`src/rtl/sram_rd_stream.sv`:
```
// rtl/sram_rd_stream.sv - address-beat stream to SRAM read data stream with 3-entry credit-checked output buffer
// One-cycle-latency SRAM read; sideband rides alongside the in-flight read and is rejoined at capture.
module sram_rd_stream #(
  parameter int AW  = 11,
  parameter int DW  = 32,
  parameter int IFW = 8
) (
  input  logic           clk,
  input  logic           rst,
  input  logic [AW-1:0]  a_addr,
  input  logic [IFW-1:0] a_info,
  input  logic           a_first,
  input  logic           a_last,
  input  logic           a_valid,
  output logic           a_ready,
  output logic           mem_cs,
  output logic [AW-1:0]  mem_addr,
  input  logic [DW-1:0]  mem_rdata,
  output logic [DW-1:0]  m_data,
  output logic [IFW-1:0] m_info,
  output logic           m_first,
  output logic           m_last,
  output logic           m_valid,
  input  logic           m_ready,
  output logic           burst_done
);

  localparam int EW = DW + IFW + 2;
  localparam int SW = IFW + 2;

  logic [EW-1:0] fifo_q [3];
  logic [1:0]    wr_ptr_q, wr_ptr_d;
  logic [1:0]    rd_ptr_q, rd_ptr_d;
  logic [1:0]    occ_q, occ_d;
  logic          inflight_q, inflight_d;
  logic [SW-1:0] pend_q, pend_d;
  logic          burst_done_q, burst_done_d;

  logic [2:0] credits_used;
  logic       accept;
  logic       push;
  logic       pop;

  function automatic logic [1:0] next_ptr(input logic [1:0] p);
    return (p == 2'd2) ? 2'd0 : p + 2'd1;
  endfunction

  // Credits count buffered beats plus the read still in the SRAM pipe, so a push never overflows.
  assign credits_used = {1'b0, occ_q} + {2'b00, inflight_q};
  assign a_ready      = !rst && (credits_used < 3'd3);
  assign accept       = a_valid && a_ready;
  assign mem_cs       = accept;
  assign mem_addr     = a_addr;

  assign push    = inflight_q;
  assign m_valid = (occ_q != 2'd0);
  assign pop     = m_valid && m_ready;

  assign {m_data, m_info, m_first, m_last} = m_valid ? fifo_q[rd_ptr_q] : '0;
  assign burst_done = burst_done_q;

  always_comb begin
    occ_d        = occ_q;
    wr_ptr_d     = wr_ptr_q;
    rd_ptr_d     = rd_ptr_q;
    inflight_d   = accept;
    pend_d       = pend_q;
    burst_done_d = pop && m_last;

    if (accept) begin
      pend_d = {a_info, a_first, a_last};
    end
    if (push) begin
      wr_ptr_d = next_ptr(wr_ptr_q);
    end
    if (pop) begin
      rd_ptr_d = next_ptr(rd_ptr_q);
    end
    case ({push, pop})
      2'b10:   occ_d = occ_q + 2'd1;
      2'b01:   occ_d = occ_q - 2'd1;
      default: occ_d = occ_q;
    endcase
  end

  always_ff @(posedge clk or posedge rst) begin
    if (rst) begin
      occ_q        <= 2'd0;
      wr_ptr_q     <= 2'd0;
      rd_ptr_q     <= 2'd0;
      inflight_q   <= 1'b0;
      pend_q       <= '0;
      burst_done_q <= 1'b0;
    end else begin
      occ_q        <= occ_d;
      wr_ptr_q     <= wr_ptr_d;
      rd_ptr_q     <= rd_ptr_d;
      inflight_q   <= inflight_d;
      pend_q       <= pend_d;
      burst_done_q <= burst_done_d;
    end
  end

  // Storage needs no reset: the outputs are masked whenever the buffer is empty.
  always_ff @(posedge clk) begin
    if (push) begin
      fifo_q[wr_ptr_q] <= {mem_rdata, pend_q};
    end
  end

endmodule

```
`config.mk`:
```
export PLATFORM = sky130hd
export DESIGN_NAME = sram_rd_stream
export DESIGN_NICKNAME = d
export VERILOG_FILES = /design/src/rtl/sram_rd_stream.sv
export SDC_FILE = /design/constraint.sdc
export NUM_CORES = 1
export LEC_CHECK = 0
export ABC_AREA = 0
export CELL_PAD_IN_SITES_DETAIL_PLACEMENT = 1
export CELL_PAD_IN_SITES_GLOBAL_PLACEMENT = 1
export CORE_ASPECT_RATIO = 0.6
export CORE_UTILIZATION = 43
export CTS_CLUSTER_SIZE = 8
export DETAILED_ROUTE_END_ITERATION = 10
export HOLD_SLACK_MARGIN = 0.03
export PLACE_DENSITY = 0.87
export RECOVER_POWER = 50
export SKIP_LAST_GASP = 1
export SYNTH_ARGS = -nofsm -noshare
export SYNTH_HDL_FRONTEND = slang
export SYNTH_SLANG_ARGS = --single-unit
```
`constraint.sdc`:
```
create_clock -name clk -period 3.4 [get_ports clk]
set_clock_uncertainty 0.2 [all_clocks]
set_input_delay 1.02 -clock clk [delete_from_list [all_inputs] [get_ports clk]]
set_output_delay 1.02 -clock clk [all_outputs]
set_load 0.005 [all_outputs]
```
==> impl_metrics.json <==
{
  "detail-route-antenna-nets": 0,
  "final_net_count": 497,
  "via_count_of_the_first_global_routing_pass": 3419,
  "timing.rr.start": "wr_ptr_q[1]",
  "unrepaired_setup_endpoints_after_global_routing": "true",
  "detail_route.vias_per_cell": 5.04,
  "place.detailed.hpwl_um": 7970,
  "clock_tree.root_cell": "clkbuf_16",
  "detail_route.wl_per_cell_um": 20.1,
  "p_int_mw": 4.57,
  "postSynthCellCount": 334,
  "timing.final.ws_setup_ns": 0.0564,
  "max_slew_margin": -0.297,
  "sequential_fraction_of_design_power": 0.389,
  "grtUsageTotal": 0.194,
  "globalplace.congestion": 0.768,
  "power_switching_share": 0.292,
  "most_common_cell_after_layout_fill_and_taps_aside": "edfxtp_1",
  "hold_path_depth": 0,
  "worst-r2r-cell-count": 3,
  "dpl-instance-area_um2": 6920,
  "critPathKind": "reg2out",
  "fmax_mhz": 299,
  "h-tree-depth": 4,
  "worst-r2r-setup-slack_ns": 0.40,
  "die-width_um": 152,
  "fp.dieH_um": 91.9,
  "crit_path_start": "rd_ptr_q[0]",
  "synth_nets": 394,
  "postCtsHoldBufs": 0,
  "clk-insertion-delay-late_ns": 0.42,
  "avgSynthCellArea_um2": 17.3,
  "maxSlewViolCount": 40,
  "critical_path.max_fanout": 8,
  "final_layout_size_suffix_gt1_frac": 0.240,
  "sort_of_element_at_the_end_of_the_critical_path": "output pin",
  "hold_viol_final": 0,
  "synth.cell_area_um2": 5790,
  "setup.worst_path.end": "m_info[7]",
  "synth_cell_type_count": 22,
  "route.vias.total": 3125,
  "period_share": 0.983,
  "power_density_over_the_cells_nw_per_um2": 856,
  "layout_common_cells": "126 x edfxtp_1, 46 x nor2_1, 43 x mux2_2, 40 x mux2i_1, 32 x dlygate4sd3_1",
  "yosysWarningCount": 0,
  "floorplan.core_area_um2": 13000,
  "vdd.ir_drop.worst_mv": 0.417,
  "grt_max_degree": 35,
  "cp_data_required_time_ns": 2.18,
  "register_clock_pin_slew_on_the_reported_worst_setup_and_hold_paths_ns": 0.05,
  "wire_length_of_the_first_global_routing_pass_um": 19200,
  "total_leakage_power_nw": 2.95,
  "final_area_um2": 7540,
  "clock_sinks": 144,
  "startpoint_type": "flop",
  "design.portCount": 114,
  "sequential_fraction_of_the_synthesis_area": 0.732,
  "violations": "capacitance limit, slew limit",
  "area.growth.synth_to_final_pct": 30.2,
  "outcome": "finished, violations left",
  "drc": 0,
  "cp_data_arrival_time_ns": 2.12,
  "worst_pin_slew_ns": 1.94,
  "ys_ff_latch": 144,
  "post-place-ws_ns": -0.126,
  "switching_component_of_the_power_mw": 1.89,
  "initial_antenna_violation_count": 0,
  "rows": 32,
  "finalWirelength_um": 12500,
  "share_clk_of_total_power": 0.255,
  "crit-reg2reg-capture": "fifo_q[1][21]",
  "drtPass1Iterations": 4,
  "drv.max_cap_violation_count": 2,
  "num_cts_buffers": 17,
  "insertedDiodeCount": 0,
  "finish.utilization": 0.581,
  "tritoncts": "yes",
  "post-route-min-period_ns": 3.34,
  "min-delay-path-class": "reg2reg",
  "setup_viol_count_final": 0,
  "floorplan.die_area_um2": 13900,
  "combinationalPowerShare": 0.356,
  "port-buffer-count": 91,
  "grt.overflow.total": 0,
  "floorplan.initialDensity": 0.446,
  "drt_iter0_drc": 158,
  "n_fill_cell": 1204,
  "cts_max_path_bufs": 2
}
-- sequential cells by signal, indices dropped and copies added, names as in the netlist --
register and cells:
fifo_q 126, pend_q 10, occ_q 2, rd_ptr_q 2, wr_ptr_q 2, burst_done 1
inflight_q 1
-- cells by family after synthesis --
family,share of synthesized area
DFF,0.732
muxes,0.180
and+or+nand+nor,0.0359
buffers and inverters,0.0335
AOI/OAI and AO/OA,0.00822
xor gates and xnor gates,0.00454
adders and majority gates,0.00649
-- power by group through the flow --
stage / clock, mW / combinational, mW / sequential (mW)
global route: 1.73 / 2.49 / 2.54
CTS: 1.66 / 2.38 / 2.51
floorplan: 0 / 1.25 / 2.42
detailed placement: 0 / 2.29 / 2.57
finish: 1.65 / 2.30 / 2.51
global placement: 0 / 2.23 / 2.54
-- synth_stat cells --
cell type,number,share of area
a211oi_2,1,0.0022
a21o_1,4,0.0052
and3_1,1,0.0011
buf_2,5,0.0043
buf_4,16,0.021
buf_6,1,0.0019
clkbuf_1,4,0.0026
dfrtp_1,18,0.078
edfxtp_1,126,0.65
ha_1,3,0.0065
inv_1,6,0.0039
mux2_2,43,0.084
mux2_4,9,0.023
mux2i_1,42,0.073
nand2_2,1,0.0011
nand2b_1,1,0.0011
nor2_1,47,0.030
nor3_1,1,0.00086
nor3b_1,1,0.0013
o21ai_0,1,0.00086
xnor2_1,2,0.0030
xor2_1,1,0.0015
-- layout make-up --
cell class	instances	area, µm²	area share
Sequential cell	144	4240	0.563
Multi-Input combinational cell	158	1370	0.182
Timing Repair Buffer	110	1160	0.153
Clock buffer	21	460	0.0611
Tap cell	170	213	0.0282
Clock inverter	11	67.6	0.00897
Inverter	6	22.5	0.00299
-- critical path, stage by stage, from the launching register on --
cell	delay, ns
dfrtp_4	0.44
buf_4	0.19
mux2_2	0.36
mux2i_2	0.19
nor2_1	0.07
clkdlybuf4s50_1	0.47
-- layer usage --
layer	vias to the layer above	track usage	share of wire
met3	22	0.0483	0.058
li1	1437	-	-
met2	92	0.304	0.48
met4	0	0.0767	0.014
met5	-	0	0
met1	1574	0.260	0.45
-- through the flow --
| step | hold slack, ns | power [mW] | cells | TNS, ns |
|---|---|---|---|---|
| after floorplan | 0.254 | 3.67 | 334 | 0 |
| after global placement | 0.269 | 4.77 | 584 | -0.131 |
| after detailed placement | 0.285 | 4.85 | 584 | -0.146 |
| after CTS | 0.299 | 6.56 | 620 | 0 |
| after global routing | 0.314 | 6.76 | 620 | -0.0602 |
| final | 0.306 | 6.45 | 620 | 0 |
-- worst min path at each step --
stage	startpoint	endpoint	slack (ns)
2_1_floorplan	pend_q[8]	fifo_q[0][8]	0.25
3_3_place_gp	wr_ptr_q[1]	wr_ptr_q[1]	0.27
3_5_place_dp	pend_q[3]	fifo_q[1][3]	0.28
4_1_cts	pend_q[3]	fifo_q[1][3]	0.30
5_1_grt	pend_q[3]	fifo_q[1][3]	0.31
6_report	pend_q[5]	fifo_q[1][5]	0.31
-- repair_timing --
action,in CTS,in global routing
endpoints found under the setup margin,36,22
buffers inserted,4,0
resized for setup,11,22
endpoints found under the hold margin,0,0
pin swaps,4,3
Note: power is estimated with default switching activity, not from simulation.
